File: src/rtl/seg_scan_driver.sv
// Six-digit seven-segment scan driver: one slot per digit, blanked slot head,
// per-digit blink. All outputs are registered.
module seg_scan_driver #(
   parameter int                     led_num      = 6,
   parameter int                     segment_num  = 7,
   parameter int                     DIGIT_CYCLES = 8333,
   parameter int                     BLANK_CYCLES = 64,
   parameter int                     BLINK_CYCLES = 12500000,
   parameter logic [segment_num-1:0] SEG_OFF      = 7'h7F
) (
   input  logic                           clk,
   input  logic                           rst,
   input  logic                           enable,
   input  logic [led_num*segment_num-1:0] seg_in,
   input  logic [led_num-1:0]             blink_mask,
   output logic [segment_num-1:0]         seg_out,
   output logic [led_num-1:0]             dig_sel,
   output logic                           frame_tick
);

   localparam int CW = (DIGIT_CYCLES > 1) ? $clog2(DIGIT_CYCLES) : 1;
   localparam int IW = (led_num > 1) ? $clog2(led_num) : 1;
   localparam int BW = (BLINK_CYCLES > 1) ? $clog2(BLINK_CYCLES) : 1;

   localparam logic [CW-1:0] CNT_LAST   = CW'(DIGIT_CYCLES - 1);
   localparam logic [CW-1:0] BLANK_END  = CW'(BLANK_CYCLES);
   localparam logic [IW-1:0] IDX_LAST   = IW'(led_num - 1);
   localparam logic [BW-1:0] BLINK_LAST = BW'(BLINK_CYCLES - 1);

   logic [CW-1:0]          cnt_q, cnt_d;
   logic [IW-1:0]          idx_q, idx_d;
   logic [BW-1:0]          blink_cnt_q, blink_cnt_d;
   logic                   blink_phase_q, blink_phase_d;
   logic [segment_num-1:0] snap_q, snap_d;
   logic [segment_num-1:0] seg_out_q, seg_out_d;
   logic [led_num-1:0]     dig_sel_q, dig_sel_d;
   logic                   frame_tick_q, frame_tick_d;

   logic [segment_num-1:0] sel_seg;
   logic [led_num-1:0]     sel_onehot;
   logic                   sel_blink;

   // Decode the current digit index once; reused for snapshot, select and blink.
   always_comb begin
      sel_seg    = SEG_OFF;
      sel_onehot = '0;
      sel_blink  = 1'b0;
      for (int k = 0; k < led_num; k++) begin
         if (idx_q == IW'(k)) begin
            sel_seg       = seg_in[k*segment_num +: segment_num];
            sel_onehot[k] = 1'b1;
            sel_blink     = blink_mask[k];
         end
      end
   end

   always_comb begin
      blink_cnt_d   = blink_cnt_q + 1'b1;
      blink_phase_d = blink_phase_q;
      if (blink_cnt_q == BLINK_LAST) begin
         blink_cnt_d   = '0;
         blink_phase_d = ~blink_phase_q;
      end

      cnt_d        = '0;
      idx_d        = '0;
      snap_d       = snap_q;
      seg_out_d    = SEG_OFF;
      dig_sel_d    = '0;
      frame_tick_d = 1'b0;

      if (enable) begin
         idx_d = idx_q;
         if (cnt_q == CNT_LAST) begin
            cnt_d = '0;
            idx_d = (idx_q == IDX_LAST) ? '0 : idx_q + 1'b1;
         end else begin
            cnt_d = cnt_q + 1'b1;
         end

         // Pattern is frozen at slot start so a mid-slot seg_in change cannot tear.
         if (cnt_q == '0) snap_d = sel_seg;

         if (cnt_q >= BLANK_END) begin
            dig_sel_d = sel_onehot;
            seg_out_d = (blink_phase_q && sel_blink) ? SEG_OFF : snap_q;
         end

         frame_tick_d = (cnt_q == CNT_LAST) && (idx_q == IDX_LAST);
      end
   end

   always_ff @(posedge clk) begin
      if (rst) begin
         cnt_q         <= '0;
         idx_q         <= '0;
         blink_cnt_q   <= '0;
         blink_phase_q <= 1'b0;
         snap_q        <= SEG_OFF;
         seg_out_q     <= SEG_OFF;
         dig_sel_q     <= '0;
         frame_tick_q  <= 1'b0;
      end else begin
         cnt_q         <= cnt_d;
         idx_q         <= idx_d;
         blink_cnt_q   <= blink_cnt_d;
         blink_phase_q <= blink_phase_d;
         snap_q        <= snap_d;
         seg_out_q     <= seg_out_d;
         dig_sel_q     <= dig_sel_d;
         frame_tick_q  <= frame_tick_d;
      end
   end

   assign seg_out    = seg_out_q;
   assign dig_sel    = dig_sel_q;
   assign frame_tick = frame_tick_q;

endmodule

File: config.mk
export PLATFORM = sky130hd
export DESIGN_NAME = seg_scan_driver
export DESIGN_NICKNAME = d
export VERILOG_FILES = /design/src/rtl/seg_scan_driver.sv
export SDC_FILE = /design/constraint.sdc
export NUM_CORES = 1
export LEC_CHECK = 0
export BUFFER_PORTS_ARGS = -buffer_cell sky130_fd_sc_hd__buf_2
export CAP_MARGIN = 20
export CORE_MARGIN = 2
export CORE_UTILIZATION = 35
export CTS_BUF_LIST = sky130_fd_sc_hd__clkbuf_4 sky130_fd_sc_hd__clkbuf_8
export CTS_CLUSTER_SIZE = 8
export DETAILED_ROUTE_END_ITERATION = 8
export PLACE_DENSITY = 0.6
export SETUP_SLACK_MARGIN = 0.15
export SLEW_MARGIN = 20
export SYNTH_ARGS = -nofsm -noshare
export SYNTH_HDL_FRONTEND = slang
export SYNTH_SLANG_ARGS = --single-unit
File: constraint.sdc
create_clock -name clk -period 2.6 [get_ports clk]
set_input_delay 0.13 -clock clk [delete_from_list [all_inputs] [get_ports clk]]
set_output_delay 0.13 -clock clk [all_outputs]
set_load 0.01 [all_outputs]
Word-level counts from Yosys, hierarchy flattened
Index checks and enable logic that the tools add are counted.
{ "op_classes": {"addsub": 3, "magnitude_cmp": 1, "eq_ne": 7, "muxes": 19, "n_bitwise": 3, "n_reduce_logical": 10} }
{ "op_table": {"columns": ["op", "count"], "rows": [
  ["two-way mux 7 bit", 6],
  ["adder 24 x 1 -> 24 bit (second input constant)", 1],
  ["== test 24 bit (second input constant)", 1],
  ["adder 14 x 1 -> 14 bit (second input constant)", 1],
  ["== test 14 bit (second input constant)", 1],
  [">= comparator 14 x 7 -> 1 bit (second input constant)", 1],
  ["logical NOT 14 bit", 1],
  ["two-way mux 1 bit", 12],
  ["== test 3 x 2 -> 1 bit (second input constant)", 2],
  ["== test 3 bit (second input constant)", 2],
  ["OR reduction 3 bit", 2],
  ["OR reduction 2 bit", 2],
  ["OR reduction 4 bit", 1],
  ["adder 3 x 1 -> 3 bit (second input constant)", 1],
  ["== test 3 x 1 -> 1 bit (second input constant)", 1],
  ["logical NOT 3 bit", 1],
  ["two-way mux 3 bit", 1],
  ["NOT 1 bit", 3],
  ["logical AND 1 bit", 2],
  ["AND reduction 2 bit", 1]
]} }
{ "word_totals": {"register_bits": 63, "in_bits": 51, "out_inout_bits": 14, "elab_cells": 51} }

Longest topological paths before layout
Gate-level depths: netlist (run 1).
{ "depth": {"depth_word": 9, "mapped_depth": 9, "depth_no_buf": 6} }

Worst setup path before layout (run 1)
No wires, ideal clock.
{ "synth_timing": {"path_type": "register -> register", "from": "register idx_q[0]", "to": "register snap_q[5]", "setup_ps": 122, "arrival_time_ps": 2317, "required_ps": 2478, "path_slack_ps": 161, "path_stages_with_launch": 10, "path_buffers": 3, "synth_period_minus_slack_ps": 2439, "cell_sequence": "dfxtp_1 clkbuf_1 clkbuf_1 and2_1 ha_1 or4b_2 clkbuf_1 o2bb2ai_1 o22ai_1 a221o_1"} }
{ "synth_via": {"elab_chain_cells": 7, "elab_cells_between_ends": 12, "cone_classes": "eq/ne: 5; mux: 6; reduce/logical: 1"} }
{ "synth_lines": {"columns": ["element", "line", "rtl"], "rows": [
  ["start: declaration", "31", "logic [IW-1:0] idx_q, idx_d;"],
  ["start signal: assignment", "105", "idx_q <= idx_d;"],
  ["logical NOT 3 bit", "49", "if (idx_q == IW'(k)) begin"],
  ["two-way mux 7 bit (5 in a row)", "49", null],
  ["two-way mux 7 bit (*)", "49", null],
  ["end signal: assignment", "108", "snap_q <= snap_d;"],
  ["end: declaration", "34", "logic [segment_num-1:0] snap_q, snap_d;"]
]} }
Every way passes the cells marked *; elsewhere a longest branch is shown, timed or not.
A chain may end at the register's enable or synchronous reset.

Worst setup path after layout (run 1)
{ "layout_timing": {"from": "register idx_q[1]", "to": "register snap_q[4]"} }
Same word-level chain as after synthesis.

==> impl_metrics.yaml, run 1 <==
clocking:
  h-tree-depth: 3
  post_cts_resized: 0
  root_buffer: "clkbuf_8"
  cts_max_path_buffers: 2
  postCtsHoldBufs: 0
  post_cts_buffers: 0
  path_clk_slew_ns: 0.07
  cts_tree: "yes"
  cts.sinks: 63
  cts_buffers: 9
  clk_latency_ns: 0.33
place:
  dpl.cell_count: 510
  place.gp.congestion: 0.809
  pre_cts_slack_ns: 0.493
  post-dp-hpwl_um: 5190
  port_buffers: 64
timing:
  fin_skew_ns: 0.00802
  hold_viol: 0
  min_period_over_period_pct: 82.6
  setup_ws_ns: 0.453
  setup_viol: 0
  fin_crit_ns: 2.15
  finalMaxSlewViolations: 0
  worst_pin_slew_ns: 0.626
  rsz0062_at_grt: "false"
  fmax_mhz: 466
  fin_tns_setup_ns: 0
  slew_headroom_pct: 58.1
worst_setup_path:
  worstPathCellList: "and2_1 -> ha_1 -> or4b_2 -> o22ai_1 -> o22ai_1 -> a221o_1"
  crit_arrival_ns: 2.37
  crit_path_frequent_cell: "o22ai_1"
  r2r-end: "snap_q[4]"
  path_delay_family: "simple AND/OR/NAND/NOR gates"
  cp_max_fo: 6
  ff2ff_path_depth: 6
  cpMaxStageDelayCell: "or4b_2"
  cp.required_ns: 2.83
  start_kind: "flip-flop"
  r2r-start: "idx_q[1]"
  end_kind: "flip-flop"
  max_stage_delay_ns: 0.71
  cp_num_buf_inv: 0
  r2r_slack_ns: 0.45
  criticalPathCategory: "reg2reg"
job:
  cap_violations: 0
global_routing:
  grt_pass1_vias: 2576
  antenna_found_initial: 0
  grtUsageTotal_pct: 15.6
  grt_overflow: 0
  grt_max_degree: 25
  grt_first_pass_wirelength_um: 12100
synthesis:
  synth-main-ff-cell: "dfxtp_1"
  seq_area_frac_synth_pct: 41.6
  yosys.cell_types.count: 48
  synth.top_cells.by_count: "dfxtp_1, nor2_1, nand2_1, a21oi_1, clkbuf_1"
  synth_fa_ha_area_share_pct: 1.65
  synth_top_family_by_area: "simple AND/OR/NAND/NOR gates"
  synth_area_um2: 3030
  yosysTopAreaCellShare_pct: 41.6
  async_reset_ff_share_pct: 0
  syn_inst: 354
  synth_compound_area_share_pct: 15.2
  synthMuxAreaShare_pct: 1.36
  syn-num-nets: 409
  ys_seq_elements: 63
  synth-edff-count: 0
  syn_avg_cell_area_um2: 8.56
  yosysTopAreaCell: "dfxtp_1"
  yosysWarnings: 0
  netlist_top_cells_area: "dfxtp_1, nor2_1, xnor2_1, xor2_1, o22ai_1"
  synthSimpleGateAreaFrac_pct: 28.9
  synthXorXnorAreaFrac_pct: 6.93
  synth.most_common_cell: "dfxtp_1"
power_and_ir_drop:
  p_total_mw: 2.08
  ir_worst_vdd_mv: 0.238
  pwr_density_cell_nw_per_um2: 566
  leakagePower_nw: 1.34
drt:
  via_per_inst: 5.29
  drc: 0
  drt_wl_total_um: 7040
  post_drt_wl_per_cell_um: 13.4
  drtIter0Drc: 96
  dr.pass1.iters: 4
  num_vias: 2785
  antenna_left: 0
floorplan:
  die_x_um: 97.1
  num_rows: 33
  die_h_um: 97.1
  start_util_pct: 36.5
  core_area_um2: 8300
  io-pin-count: 65
  dieArea_um2: 9420
final_layout:
  final_nets: 471
  diodes: 0
  fillers: 817
  syn_to_final_growth_pct: 20.9
  drive_gt1_share_pct: 23.0
  stdcell_count: 526
worst_hold_path:
  worstHoldStart: "rst"
  min_path_cells: 2
  holdCritPathClass: "in2reg"
  hold_path_end: "blink_phase_q"
run_status:
  status: "completed"
## kinds of logic (layout without fill, tap and decap cells)
family,count (synthesis),after routing
buf+inv,30,97
flops,63,63
simple gates,162,162
fa+ha+maj,4,4
xor+xnor,24,24
mux,4,4
compound gates,67,67
## final cells by class
| type | count | area [um^2] | area share [%] |
|---|---|---|---|
| clock buffers | 13 | 166 | 4.54 |
| well taps | 105 | 131 | 3.58 |
| clock inverters | 3 | 65.1 | 1.77 |
| inverters | 12 | 45.0 | 1.23 |
| repair buffers | 69 | 358 | 9.76 |
| flip-flops and latches | 63 | 1260 | 34.4 |
| multi-input cells | 261 | 1640 | 44.7 |
## worst max path at each step
stage | from | end | slack [ns] | cells past startpoint
finish | idx_q[1] | snap_q[4] | 0.45 | 6
global placement | cnt_q[0] | snap_q[3] | 0.54 | 6
global route | cnt_q[1] | snap_q[3] | 0.29 | 6
CTS | idx_q[1] | snap_q[4] | 0.47 | 6
floorplan | idx_q[0] | snap_q[5] | 0.16 | 9
detailed placement | idx_q[1] | snap_q[4] | 0.49 | 6
## stage by stage
step / hold slack (ns) / area (um^2) / util (%)
after detailed placement: 0.431 / 3430 / 41.4
after floorplan: 0.342 / 3030 / -
final: 0.123 / 3670 / 44.2
after CTS: 0.105 / 3670 / 44.2
after global placement: 0.426 / 3430 / 41.4
after global routing: 0.130 / 3670 / 44.2
## flip-flops by register name, indices dropped and copies added, names as in the netlist
signal	flops
blink_cnt_q	24
blink_phase_q	1
cnt_q	14
dig_sel	6
frame_tick	1
idx_q	3
seg_out	7
snap_q	7
## cells in the final DEF (no fill, tap or decap), drive strengths merged, types with 12 or more instances in the layout
cell    instances
a21oi          15
buf            69
clkbuf         13
dfxtp          63
inv            12
nand2          16
nand3          12
nand4          13
nor2           53
nor3           13
o22ai          13
xnor2          13
## layer usage
metal / share of wire (%) / global-route usage [%]
met1: 48 / 20.8
met3: 5.2 / 3.74
met4: 2.0 / 7.91
met2: 45 / 23.5
met5: 0 / 0
## report_power, final
group / switching, mW / internal (mW) / total, mW
clock network: 0.360 / 0.613 / 0.972
registers: 0.00898 / 0.980 / 0.989
logic: 0.0539 / 0.0607 / 0.115
No activity file was read; power rests on OpenSTA's default activity.
==> run 2, diff against run 1 <==
- PLACE_DENSITY: 0.6 -> 0.58
- clock period: 2.6 -> 2.1 ns (I/O delays scaled with it)
==> impl_metrics.yaml, run 2 (synthesized netlist as in run 1, its figures left out) <==
run_status:
  status: "completed"
worst_setup_path:
  cp_max_fo: 5
  cp_num_buf_inv: 0
  cpMaxStageDelayCell: "or4_4"
  crit_arrival_ns: 2.22
  criticalPathCategory: "reg2reg"
  start_kind: "flip-flop"
  end_kind: "flip-flop"
  path_delay_family: "simple AND/OR/NAND/NOR gates"
  worstPathCellList: "or4b_1 -> or4_4 -> or3_1 -> a21oi_2"
  cp.required_ns: 2.38
  max_stage_delay_ns: 0.57
power_and_ir_drop:
  ir_worst_vdd_mv: 0.330
  p_total_mw: 2.50
  pwr_density_cell_nw_per_um2: 646
  leakagePower_nw: 1.41
  p_seq_share_pct: 49.0
  power_frac_clock_pct: 44.6
  internal-power_mw: 1.95
  sw_frac_of_total_pct: 21.7
  p_comb_share_pct: 6.4
  p_sw_mw: 0.541
floorplan:
  io-pin-count: 65
  core_area_um2: 8300
  dieArea_um2: 9420
  num_rows: 33
  start_util_pct: 36.5
  die_x_um: 97.1
  die_h_um: 97.1
global_routing:
  grt_overflow: 0
  grt_first_pass_wirelength_um: 12300
  antenna_found_initial: 0
  grtUsageTotal_pct: 16.0
  grt_pass1_vias: 2684
  grt_max_degree: 21
final_layout:
  diodes: 0
  stdcell_count: 536
  largest_register_ffs: 24
  final_nets: 481
  final_common_cell: "buf_2"
  final_cell_mix: "buf_2, dfxtp_1, nor2_1"
  drive_gt1_share_pct: 29.9
  regMostFlops: "blink_cnt_q"
  syn_to_final_growth_pct: 27.5
  reg.largest.list: "blink_cnt_q (24), cnt_q (14)"
clocking:
  cts_max_path_buffers: 2
  path_clk_slew_ns: 0.07
  clk_latency_ns: 0.34
  h-tree-depth: 3
  cts.sinks: 63
  cts_tree: "yes"
  root_buffer: "clkbuf_8"
  cts_buffers: 9
drt:
  drtIter0Drc: 72
  dr.pass1.iters: 4
  post_drt_wl_per_cell_um: 13.6
  num_vias: 2780
  drc: 0
  antenna_left: 0
  drt_wl_total_um: 7290
  via_per_inst: 5.19
timing:
  slew_headroom_pct: 73.3
  fmax_mhz: 516
  setup_viol: 0
  hold_viol: 0
  finalMaxSlewViolations: 0
  rsz0062_at_grt: "true"
  min_period_over_period_pct: 92.3
  fin_skew_ns: 0.00765
  worst_pin_slew_ns: 0.398
  fin_crit_ns: 1.94
job:
  cap_violations: 0
place:
  port_buffers: 64
  place.gp.congestion: 0.869
  post-dp-hpwl_um: 5350
  dpl.cell_count: 517
worst_hold_path:
  holdCritPathClass: "in2reg"
-- run 2: cell count changes in the layout (fill, tap and decap cells not counted), sizes merged --
cell / before / now
buf: 69 / 79
bufinv: 2 / 1
clkinv: 1 / 2
-- run 2: area by class of cell --
type | count | area (um^2)
Multi-Input combinational cell | 261 | 1760
Timing Repair Buffer | 79 | 445
Clock inverter | 3 | 40.0
Clock buffer | 13 | 173
Inverter | 12 | 45.0
Sequential cell | 63 | 1270
Fill cell | 816 | 4430
Tap cell | 105 | 131
-- run 2: final timing paths --
kind,start,slack [ns],end,cells after the start
min,rst,0.09,blink_phase_q,2
max reg2reg,blink_cnt_q[16],0.16,blink_phase_q,4
max,blink_cnt_q[16],0.16,blink_phase_q,4
min reg2reg,blink_cnt_q[0],0.43,blink_cnt_q[0],1
-- run 2: timing repair --
item | in CTS | in global routing
resized for setup | 3 | 6
hold buffers | 0 | 0
pin swaps | 2 | 5
buffers inserted | 1 | 2
setup endpoints to repair | 2 | 32
-- run 2: stage by stage --
step	util, %	area, um^2	setup TNS, ns	worst slack, ns	hold WS [ns]
after floorplan	-	3170	-0.124	-0.0257	0.317
after global placement	43.4	3600	0	0.184	0.423
after detailed placement	43.4	3600	0	0.152	0.429
after CTS	46.1	3820	0	0.151	0.0842
after global routing	46.6	3860	0	0.102	0.0827
final	46.6	3860	0	0.161	0.0901
-- run 2: power by group through the flow --
stage	logic (mW)	clock network [mW]	registers, mW
3_3_place_gp	0.154	0	1.25
3_5_place_dp	0.158	0	1.25
6_report	0.160	1.11	1.22
2_1_floorplan	0.0852	0	1.25
4_1_cts	0.158	1.15	1.22
5_1_grt	0.176	1.21	1.22
-- run 2: routing by layer --
metal | GRT usage (%) | vias to the layer above | routed length [um]
met2 | 25.7 | 56 | 3470
met5 | 0 | - | 0
met3 | 5.40 | 6 | 354
li1 | - | 1429 | -
met1 | 20.4 | 1289 | 3410
met4 | 4.55 | 0 | 56
==> run 3, diff against run 2 <==
- CELL_PAD_IN_SITES_DETAIL_PLACEMENT: default -> 1
- CELL_PAD_IN_SITES_GLOBAL_PLACEMENT: default -> 1
- PLACE_DENSITY: 0.58 -> 0.74
- REMOVE_ABC_BUFFERS: default -> 1
- clock period: 2.1 -> 2.24 ns (I/O delays scaled with it)
==> impl_metrics.yaml, run 3 (synthesized netlist as in run 1, its figures left out) <==
run_status:
  status: "completed"
place:
  post-dp-hpwl_um: 6230
  dpl_cell_area_um2: 3480
  port_buffers: 64
  place.gp.congestion: 0.807
  dpl.cell_count: 515
clocking:
  root_buffer: "clkbuf_8"
  clk_latency_ns: 0.34
  cts_tree: "yes"
  cts_buffers: 9
  path_clk_slew_ns: 0.07
  postCtsHoldBufs: 0
  h-tree-depth: 3
  cts.sinks: 63
  cts_max_path_buffers: 2
timing:
  worst_pin_slew_ns: 0.605
  fin_crit_ns: 1.98
  fin_skew_ns: 0.0120
  slew_headroom_pct: 59.5
  fmax_mhz: 505
  rsz0062_at_grt: "false"
  min_period_over_period_pct: 88.4
  hold_viol: 0
  finalMaxSlewViolations: 0
  setup_viol: 0
drt:
  drc: 0
  drtIter0Drc: 108
  num_vias: 2867
  dr.pass1.iters: 6
  via_per_inst: 5.37
  drt_wl_total_um: 8370
  antenna_left: 0
  post_drt_wl_per_cell_um: 15.7
worst_setup_path:
  cpMaxStageDelayCell: "or4_4"
  path_delay_family: "simple AND/OR/NAND/NOR gates"
  start_kind: "flip-flop"
  crit_arrival_ns: 2.25
  cp_num_buf_inv: 0
  max_stage_delay_ns: 0.57
  cp_max_fo: 6
  cp.required_ns: 2.51
  end_kind: "flip-flop"
  worstPathCellList: "or4b_1 -> or4_4 -> or3_1 -> a21oi_1"
  criticalPathCategory: "reg2reg"
final_layout:
  final_core_util_pct: 45.4
  diodes: 0
  final_nets: 479
  final_common_cell: "buf_2"
  syn_to_final_growth_pct: 24.2
  fillers: 1022
  reg.largest.list: "blink_cnt_q (24), cnt_q (14)"
  final_cell_mix: "buf_2, dfxtp_1, nor2_1"
  drive_gt1_share_pct: 24.7
  stdcell_count: 534
  fin_area_um2: 3760
  largest_register_ffs: 24
  regMostFlops: "blink_cnt_q"
floorplan:
  start_util_pct: 36.5
  num_rows: 33
  die_x_um: 97.1
  io-pin-count: 65
  dieArea_um2: 9420
  die_h_um: 97.1
  core_area_um2: 8300
power_and_ir_drop:
  ir_worst_vdd_mv: 0.267
  leakagePower_nw: 1.39
  pwr_density_cell_nw_per_um2: 660
  p_total_mw: 2.49
global_routing:
  grt_first_pass_wirelength_um: 13900
  grt_max_degree: 25
  grt_overflow: 0
  grtUsageTotal_pct: 18.0
  antenna_found_initial: 0
  grt_pass1_vias: 2948
worst_hold_path:
  holdCritPathClass: "in2reg"
job:
  cap_violations: 0
-- run 3: stage by stage --
stage	setup TNS, ns	hold slack (ns)	worst slack [ns]
2_1_floorplan	-0.187	0.181	-0.0546
3_3_place_gp	0	0.424	0.183
3_5_place_dp	0	0.440	0.125
4_1_cts	0	0.0764	0.219
5_1_grt	0	0.0902	0.156
6_report	0	0.0991	0.261
-- run 3: cell type report --
type                       instances  area [um^2]  share of cell area, %
multi-input combinational        261         1650                   43.8
sequential                        63         1260                   33.5
timing repair buffer              77          430                   11.4
clock buffer                      14          186                   4.95
tap                              105          131                   3.49
clock inverter                     2         60.1                   1.60
inverter                          12         45.0                   1.20
-- run 3: power breakdown --
part | internal, mW | switching (mW) | total [mW]
clock network | 0.762 | 0.434 | 1.20
logic | 0.0762 | 0.0659 | 0.142
registers | 1.14 | 0.0115 | 1.15
total | 1.97 | 0.511 | 2.49
-- run 3: final timing paths --
path	start	endpoint	slack, ns	cells past startpoint
setup / recovery	blink_cnt_q[5]	blink_phase_q	0.26	4
hold / removal	rst	blink_phase_q	0.1	2
setup reg to reg	blink_cnt_q[5]	blink_phase_q	0.26	4
hold reg to reg	blink_cnt_q[0]	blink_cnt_q[0]	0.45	1
-- run 3: what timing repair did --
item                                    in CTS  in global routing
resized for setup                            2                  2
endpoints found under the setup margin       6                  8
pin swaps                                    0                  1
buffers inserted                             0                  3
-- run 3: routing by layer --
layer,global-route usage (%),part of all wire (%)
met4,4.66,1.3
met5,0,0
met1,22.2,45
met3,4.68,2.9
met2,31.1,51
-- run 3: worst register-to-register path, cell delays in order, from the launching register on --
cell and delay [ns]:
dfxtp_1 0.37, or4b_1 0.52, or4_4 0.57, or3_1 0.32, a21oi_1 0.14
